===== src/rtl/rf_wb_arbiter.sv =====
// rtl/rf_wb_arbiter.sv - round-robin arbiter for the register-file write port
//
// Shares one register-file write port between NREQ writeback requesters.
// Each cycle at most one valid request is granted. The grant goes to the
// first valid requester at or after the round-robin pointer. The accepted
// write is registered and appears on o_rf_* as a single-cycle pulse one
// cycle later.
//
// Optional feature macro: RF_WB_FWD_EN
//   When defined, this block also compares the committing write against two
//   read addresses, so that readers can bypass the register file.
//
// Ports:
//   i_clk          clock; all state changes on the rising edge
//   i_resetn       asynchronous active-low reset
//   i_flush        synchronous flush: no grant, and the write stage is cleared
//   i_req_valid    per-requester write request            [NREQ]
//   o_req_ready    per-requester grant, one-hot or zero   [NREQ]
//   i_req_rd       destination registers, k at [k*AW +: AW]
//   i_req_data     write data, k at [k*XLEN +: XLEN]
//   o_rf_we        registered write enable
//   o_rf_rd        registered destination register
//   o_rf_data      registered write data
//   i_fwd_rs1/2    forwarding compare addresses           (RF_WB_FWD_EN)
//   o_fwd_rs1/2_hit  committing write matches rs1/rs2     (RF_WB_FWD_EN)
//   o_fwd_data     data of the committing write           (RF_WB_FWD_EN)
module rf_wb_arbiter #(
    parameter int NREQ = 3,
    parameter int XLEN = 64,
    parameter int AW   = 5
) (
    input  logic                 i_clk,
    input  logic                 i_resetn,
    input  logic                 i_flush,
    input  logic [NREQ-1:0]      i_req_valid,
    output logic [NREQ-1:0]      o_req_ready,
    input  logic [NREQ*AW-1:0]   i_req_rd,
    input  logic [NREQ*XLEN-1:0] i_req_data,
    output logic                 o_rf_we,
    output logic [AW-1:0]        o_rf_rd,
    output logic [XLEN-1:0]      o_rf_data
`ifdef RF_WB_FWD_EN
    ,
    input  logic [AW-1:0]        i_fwd_rs1,
    input  logic [AW-1:0]        i_fwd_rs2,
    output logic                 o_fwd_rs1_hit,
    output logic                 o_fwd_rs2_hit,
    output logic [XLEN-1:0]      o_fwd_data
`endif
);

    localparam int PW  = (NREQ > 1) ? $clog2(NREQ) : 1;
    localparam int PW1 = PW + 1;

    logic            rf_we_q,   rf_we_d;
    logic [AW-1:0]   rf_rd_q,   rf_rd_d;
    logic [XLEN-1:0] rf_data_q, rf_data_d;
    logic [PW-1:0]   rr_ptr_q,  rr_ptr_d;

    logic            gnt_found;
    logic [PW-1:0]   gnt_idx;
    logic [PW1-1:0]  cand;
    logic [AW-1:0]   sel_rd;
    logic [XLEN-1:0] sel_data;

    // Search upward from rr_ptr with wrap at NREQ. The wrap uses one extra bit,
    // so NREQ values that are not powers of two wrap correctly.
    always_comb begin
        gnt_found = 1'b0;
        gnt_idx   = '0;
        cand      = '0;
        for (int i = 0; i < NREQ; i++) begin
            cand = {1'b0, rr_ptr_q} + PW1'(i);
            if (cand >= PW1'(NREQ)) begin
                cand = cand - PW1'(NREQ);
            end
            if (!gnt_found && i_req_valid[cand[PW-1:0]]) begin
                gnt_found = 1'b1;
                gnt_idx   = cand[PW-1:0];
            end
        end
        // A flush suppresses the grant. The pointer is therefore left untouched.
        if (i_flush) begin
            gnt_found = 1'b0;
        end
    end

    always_comb begin
        o_req_ready = '0;
        if (gnt_found) begin
            o_req_ready = NREQ'(1) << gnt_idx;
        end
    end

    assign sel_rd   = i_req_rd[int'(gnt_idx)*AW +: AW];
    assign sel_data = i_req_data[int'(gnt_idx)*XLEN +: XLEN];

    // The write enable is a one-cycle pulse. Address and data hold when idle.
    // A write to x0 is accepted, but it is never enabled.
    always_comb begin
        rf_we_d   = 1'b0;
        rf_rd_d   = rf_rd_q;
        rf_data_d = rf_data_q;
        rr_ptr_d  = rr_ptr_q;
        if (gnt_found) begin
            rf_rd_d   = sel_rd;
            rf_data_d = sel_data;
            rf_we_d   = (sel_rd != '0);
            rr_ptr_d  = (gnt_idx == PW'(NREQ - 1)) ? '0 : gnt_idx + PW'(1);
        end
    end

    always_ff @(posedge i_clk or negedge i_resetn) begin
        if (!i_resetn) begin
            rf_we_q   <= 1'b0;
            rf_rd_q   <= '0;
            rf_data_q <= '0;
            rr_ptr_q  <= '0;
        end else begin
            rf_we_q   <= rf_we_d;
            rf_rd_q   <= rf_rd_d;
            rf_data_q <= rf_data_d;
            rr_ptr_q  <= rr_ptr_d;
        end
    end

    assign o_rf_we   = rf_we_q;
    assign o_rf_rd   = rf_rd_q;
    assign o_rf_data = rf_data_q;

`ifdef RF_WB_FWD_EN
    // The compare is gated by the write enable. As a result, x0 never hits.
    assign o_fwd_rs1_hit = rf_we_q && (rf_rd_q == i_fwd_rs1);
    assign o_fwd_rs2_hit = rf_we_q && (rf_rd_q == i_fwd_rs2);
    assign o_fwd_data    = rf_data_q;
`endif

endmodule

===== config.mk =====
export PLATFORM = sky130hd
export DESIGN_NAME = rf_wb_arbiter
export DESIGN_NICKNAME = d
export VERILOG_FILES = /design/src/rtl/rf_wb_arbiter.sv
export SDC_FILE = /design/constraint.sdc
export NUM_CORES = 1
export LEC_CHECK = 0
export ABC_AREA = 0
export BUFFER_PORTS_ARGS = -buffer_cell sky130_fd_sc_hd__clkbuf_2
export CAP_MARGIN = 0
export CORE_AREA = 10 10 98 122
export DETAILED_ROUTE_END_ITERATION = 10
export DIE_AREA = 0 0 108 132
export PLACE_DENSITY = 0.85
export SKIP_CTS_REPAIR_TIMING = 1
export SYNTH_ARGS = -nofsm -noshare
export SYNTH_HDL_FRONTEND = slang
export SYNTH_SLANG_ARGS = --single-unit
export TNS_END_PERCENT = 20

===== constraint.sdc =====
create_clock -name i_clk -period 4.8 [get_ports i_clk]
set_input_delay 0.48 -clock i_clk [delete_from_list [all_inputs] [get_ports i_clk]]
set_output_delay 0.48 -clock i_clk [all_outputs]
set_load 0.01 [all_outputs]

==> flow_summary_export.csv, run 1 <==
group,metric,value,unit
finish,final_cell_mix,"clkbuf_2, nand2_1, o21ai_0",
synthesis,synthAdderAreaFrac,0.01156,
pwr,power.switching,1.881,mW
detailed_routing,routed-via-count,4485,
sta,setup_viol,0,
synthesis,synthXorXnorAreaFrac,0,
finish,drive_gt1_frac,0.3975,
grt,track_usage,0.2066,
setup_path,endpoint_kind,"primary output",
synthesis,seq_area_frac_synth,0.4162,
synthesis,ys_top_cells_by_area,"dfrtp_1, mux2i_1, nand2_1",
finish,final_common_cell,"clkbuf_2",
cts,cts_tree,"built",
synthesis,synth.top_cell.area_share,0.4162,
synthesis,ys_ff_latch,72,
finish,design_area,6108,um2
finish,layout.area.seq,1802,um2
setup_path,cpPeakStageDelay,0.84,ns
detailed_routing,drc_errors,0,
sta,timing.final.max_slew_violations,0,
detailed_routing,routedWlPerCell,16.43,um
placed_design,finalWeightedCongestion,0.9387,
pwr,p_int,2.407,mW
setup_path,crit_path_top_delay_cell,"mux2i_4",
synthesis,syn-num-nets,735,
floorplan,ios,286,
floorplan,die_h,132,um
detailed_routing,antenna_left,0,
sta,skew,0.006816,ns
synthesis,synth_top_family_by_area,"compound AO/OA/AOI/OAI gates",
cts,cts_root_buf,"clkbuf_16",
grt,grt_pass1_vias,4756,
setup_path,startpoint_type,"flip-flop",
setup_path,cp_cell_sequence,"inv_1, ha_1, mux2i_1, o21ai_0, buf_4, mux2i_4, and3_1, clkbuf_2",
finish,nFillCells,851,
finish,post-route-util,0.6390,
setup_path,arrival,3.20,ns
finish,multi_input_area,2311,um2
synthesis,synth_edf_count,0,
synthesis,synth_area,4329,um2
outcome,outcome,"complete, no violations",
synthesis,synth_top_cell_by_area,"dfrtp_1",
grt,antenna_found_initial,1,
cts,clock_path_buffers,2,
synthesis,synth_mux_area_frac,0.1772,
synthesis,yosysWarningCount,0,
pwr,swShare,0.4387,
cts,htreeDepth,3,
floorplan,fp.coreArea,9559,um2
setup_path,critical_path_class,"flip-flop to primary output",
pwr,power_frac_seq,0.254,
synthesis,synthCells,518,
grt,grt_max_degree,73,
sta,rsz0062_at_grt,"no",
detailed_routing,post_drt_via_cell_ratio,4.918,
grt,grt.overflow.total,0,
synthesis,avgSynthCellArea,8.357,um2
floorplan,die_area,14260,um2
sta,max_slew_margin,0.3161,
setup_path,crit_path_start,"rr_ptr_q[1]",
synthesis,synth_simple_gate_area_frac,0.1616,
pwr,p_per_area,701.9,nW/um2
detailed_routing,wirelength,14.98,mm
sta,final-hold-violation-count,0,
finish,nets,997,
placed_design,port_buffers,285,
grt,grt_first_pass_wirelength,24.03,mm
sta,final_period_minus_worst_setup_slack,3.682,ns
placed_design,place.detailed.hpwl,12.40,mm
floorplan,rows,40,
sta,finalCritPeriodShare,0.7671,
setup_path,cp_max_fo,20,
setup_path,required,4.32,ns
floorplan,fp.dieW,108,um
setup_path,r2r_start,"rr_ptr_q[1]",
pwr,peakVddDrop,0.2987,mV
cts,clk-insertion-delay-late,0.32,ns
placed_design,place_ws,1.334,ns
pwr,power,4.288,mW
run,cap_violations,0,
detailed_routing,drt_first_iter_violations,129,
synthesis,async_reset_ff_frac,1.000,
sta,finalWorstSetupSlack,1.118,ns
pwr,pwr-share-clk,0.163,
synthesis,synth_cell_type_count,33,
synthesis,synth-compound-area-share,0.1815,
synthesis,synth_ff_type,"dfrtp_1",
pwr,p_comb_frac,0.583,
finish,syn2layout_area_growth,41.10,%
sta,tns,0,ns
sta,clock.fmax,0.2716,GHz
pwr,power_leakage,3.533,nW
cts,clk_pin_slew_worst_paths,0.06,ns
placed_design,dpl_cell_area,5792,um2
sta,worst_slew_pin_slew,1.004,ns
cts,cts_sinks,72,
detailed_routing,first_pass_iters,4,
floorplan,start_util,0.4529,
min_path,min-delay-path-class,"primary input to asynchronous set/reset pin",
cts,cts_made_buffers,9,
[cells by family after synthesis]
group                    Yosys count
AND/OR/NAND/NOR                  173
AO/OA/AOI/OAI                    149
multiplexers                      75
flip-flops                        72
buffers and inverters             45
adder cells (fa/ha/maj)            4
[critical path, delay by kind of cell, from the launching register on]
kind / cells / cell delay [ns]
multiplexers: 2 / 0.99
buffers and inverters: 3 / 0.49
adder cells (fa/ha/maj): 1 / 0.44
flip-flops: 1 / 0.39
AO/OA/AOI/OAI: 1 / 0.30
AND/OR/NAND/NOR: 1 / 0.26
[flip-flops by register name (all words and copies together), names as in the netlist]
register / flops
o_rf_data: 64
rr_ptr_q: 2
o_rf_we: 1
o_rf_rd: 5
[area by class of cell]
| cell class | count | area share |
|---|---|---|
| multi-input combinational | 401 | 0.3783 |
| sequential | 72 | 0.2950 |
| timing repair buffer | 292 | 0.2466 |
| clock buffer | 11 | 0.03810 |
| tap | 126 | 0.02581 |
| clock inverter | 5 | 0.01331 |
| inverter | 4 | 0.002458 |
| antenna | 1 | 0.0004097 |
[synthesized netlist by cell type, types with 4 or more instances]
library cell	n
buf_6	4
nor2_1	12
nor2b_1	4
o21ai_1	56
nand2_1	144
inv_1	4
mux2i_1	71
o21ai_0	78
clkbuf_1	20
buf_4	6
ha_1	4
dfrtp_1	72
buf_1	8
[path summary, 6_finish.rpt]
check,to,slack [ns],cells past startpoint
min reg2reg,o_rf_data[3],0.47,2
min in group i_clk,o_rf_data[21],0.43,3
min,o_rf_data[9],0.29,1
max,o_req_ready[0],1.12,8
max in group asynchronous,o_rf_rd[0],3.91,1
max reg2reg,o_rf_data[46],1.38,11
[per-stage QoR]
stage	hold WS [ns]	std cells
5_1_grt	0.3644	912
3_3_place_gp	0.4608	895
4_1_cts	0.3226	911
2_1_floorplan	0.1844	518
6_report	0.2870	912
3_5_place_dp	0.4692	895
[power groups by stage]
stage,sequential [mW],clock (mW),combinational [mW]
2_1_floorplan,1.22,0,1.65
3_3_place_gp,1.08,0,2.48
3_5_place_dp,1.10,0,2.54
4_1_cts,1.09,0.709,2.54
5_1_grt,1.13,0.745,2.83
6_report,1.09,0.697,2.50
[metal layers]
layer	vias to the layer above	track usage	part of all wire
met2	157	0.3594	0.52
met5	-	0	0
met1	1997	0.2263	0.38
met3	17	0.06605	0.080
li1	2314	-	-
met4	0	0.07217	0.023
Note: power is estimated with default switching activity, not from simulation.
==> inputs of run 2 (changes only) <==
CORE_AREA = 10 10 101 126   (was 10 10 98 122)
DIE_AREA = 0 0 111 136   (was 0 0 108 132)
PLACE_DENSITY = 0.8   (was 0.85)
clock period = 3.5 ns   (was 4.8 ns; I/O delays follow)
==> run 2 against run 1 <==
Against the previous run:
- final area up 0.55%
- largest power group unchanged
- final cell count up 0.55%
- clock skew decreased by 0.0021 ns
- register-to-register slack got worse by 0.70 ns
- largest cell class unchanged
==> flow_summary_export.csv, run 2 (synthesis results as in run 1) <==
group,metric,value,unit
outcome,outcome,"complete, no violations",
detailed_routing,drt_first_iter_violations,150,
sta,final_period_minus_worst_setup_slack,3.151,ns
sta,setup_viol,0,
setup_path,endpoint_kind,"primary output",
finish,syn2layout_area_growth,41.88,%
grt,track_usage,0.1790,
finish,largest_reg_flops,64,
pwr,power_frac_seq,0.253,
pwr,power_leakage,3.546,nW
sta,tns,0,ns
floorplan,fp.dieW,111,um
sta,finalCritPeriodShare,0.9003,
finish,n_antenna_cell,0,
setup_path,startpoint_type,"flip-flop",
pwr,p_per_area,956.9,nW/um2
finish,design_area,6142,um2
detailed_routing,wirelength,14.37,mm
detailed_routing,first_pass_iters,4,
sta,max_slew_margin,0.3903,
finish,final_cell_mix,"clkbuf_2, nand2_1, o21ai_0",
detailed_routing,post_drt_via_cell_ratio,4.854,
placed_design,dp.cells,902,
floorplan,start_util,0.4182,
detailed_routing,antenna_left,0,
setup_path,cp_max_fo,29,
cts,cts_tree,"built",
grt,grt_first_pass_wirelength,22.43,mm
pwr,swShare,0.4352,
finish,post-route-util,0.5933,
grt,grt_max_degree,73,
placed_design,place.detailed.hpwl,11.92,mm
placed_design,place_ws,0.6882,ns
cts,cts_sinks,72,
floorplan,rows,42,
grt,grt_pass1_vias,4450,
detailed_routing,routedWlPerCell,15.67,um
floorplan,fp.coreArea,10350,um2
min_path,min-delay-path-class,"primary input to asynchronous set/reset pin",
cts,cts_made_buffers,9,
grt,grt.overflow.total,0,
floorplan,die_area,15100,um2
placed_design,dpl_cell_area,5832,um2
floorplan,die_h,136,um
sta,worst_slew_pin_slew,0.9145,ns
cts,htreeDepth,3,
setup_path,critical_path_class,"flip-flop to primary output",
pwr,p_int,3.320,mW
setup_path,arrival,2.80,ns
cts,cts_root_buf,"clkbuf_16",
pwr,p_comb_frac,0.586,
detailed_routing,drc_errors,0,
pwr,power.switching,2.558,mW
setup_path,required,3.15,ns
sta,skew,0.004712,ns
placed_design,finalWeightedCongestion,0.8648,
pwr,peakVddDrop,0.4532,mV
sta,clock.fmax,0.3174,GHz
cts,clk-insertion-delay-late,0.32,ns
grt,antenna_found_initial,0,
sta,finalWorstSetupSlack,0.3490,ns
pwr,pwr-share-clk,0.161,
finish,layout.cells.non_filler,917,
cts,clk_pin_slew_worst_paths,0.06,ns
finish,final_common_cell,"clkbuf_2",
sta,rsz0062_at_grt,"no",
detailed_routing,routed-via-count,4451,
sta,timing.final.max_slew_violations,0,
cts,clock_path_buffers,2,
placed_design,port_buffers,285,
finish,drive_gt1_frac,0.4000,
run,cap_violations,0,
floorplan,ios,286,
sta,final-hold-violation-count,0,
finish,nets,998,
[run 2: layer usage]
metal,wire [um],part of all wire,global-route usage
met5,0,0,0
met4,158,0.011,0.04638
met3,958,0.067,0.05335
met2,7552,0.53,0.3228
met1,5704,0.40,0.2012
[run 2: worst max-delay path, cell delays in order (launching register included)]
cell and delay [ns]:
dfrtp_1 0.39, inv_1 0.09, ha_1 0.46, mux2i_1 0.27
o21ai_0 0.12, nor3_1 0.32, a21o_4 0.35, inv_1 0.16
and3_1 0.19, clkbuf_2 0.12
[run 2: worst paths after layout]
check,startpoint,endpoint,slack [ns],cells after the start
worst min-delay path,i_resetn,o_rf_data[35],0.14,1
worst max register to register,rr_ptr_q[1],o_rf_we,0.68,11
min in group i_clk,i_req_data[153],o_rf_data[25],0.30,3
worst max-delay path,rr_ptr_q[1],o_req_ready[1],0.35,9
max in group asynchronous,i_resetn,o_rf_rd[0],2.74,1
worst min register to register,o_rf_rd[2],o_rf_rd[2],0.47,2
[run 2: area by class of cell]
cell class / instances / area, um2
well taps: 132 / 165.2
flip-flops and latches: 72 / 1802
clock inverters: 6 / 85.08
clock buffers: 9 / 225.2
inverters: 4 / 15.01
fillers: 1006 / 4210
repair buffers: 293 / 1539
multi-input cells: 401 / 2311
[run 2: stage by stage]
stage	hold slack [ns]	power, mW
finish	0.1367	5.878
floorplan	0.05441	3.937
global route	0.2186	6.412
global placement	0.4598	4.924
CTS	0.1964	5.961
detailed placement	0.4657	4.994
[run 2: power groups by stage]
stage          clock network [mW]  registers (mW)  logic (mW)
2_1_floorplan                   0            1.68        2.26
5_1_grt                      1.02            1.54        3.85
3_5_place_dp                    0            1.50        3.50
4_1_cts                     0.975            1.49        3.49
6_report                    0.947            1.49        3.44
3_3_place_gp                    0            1.48        3.45
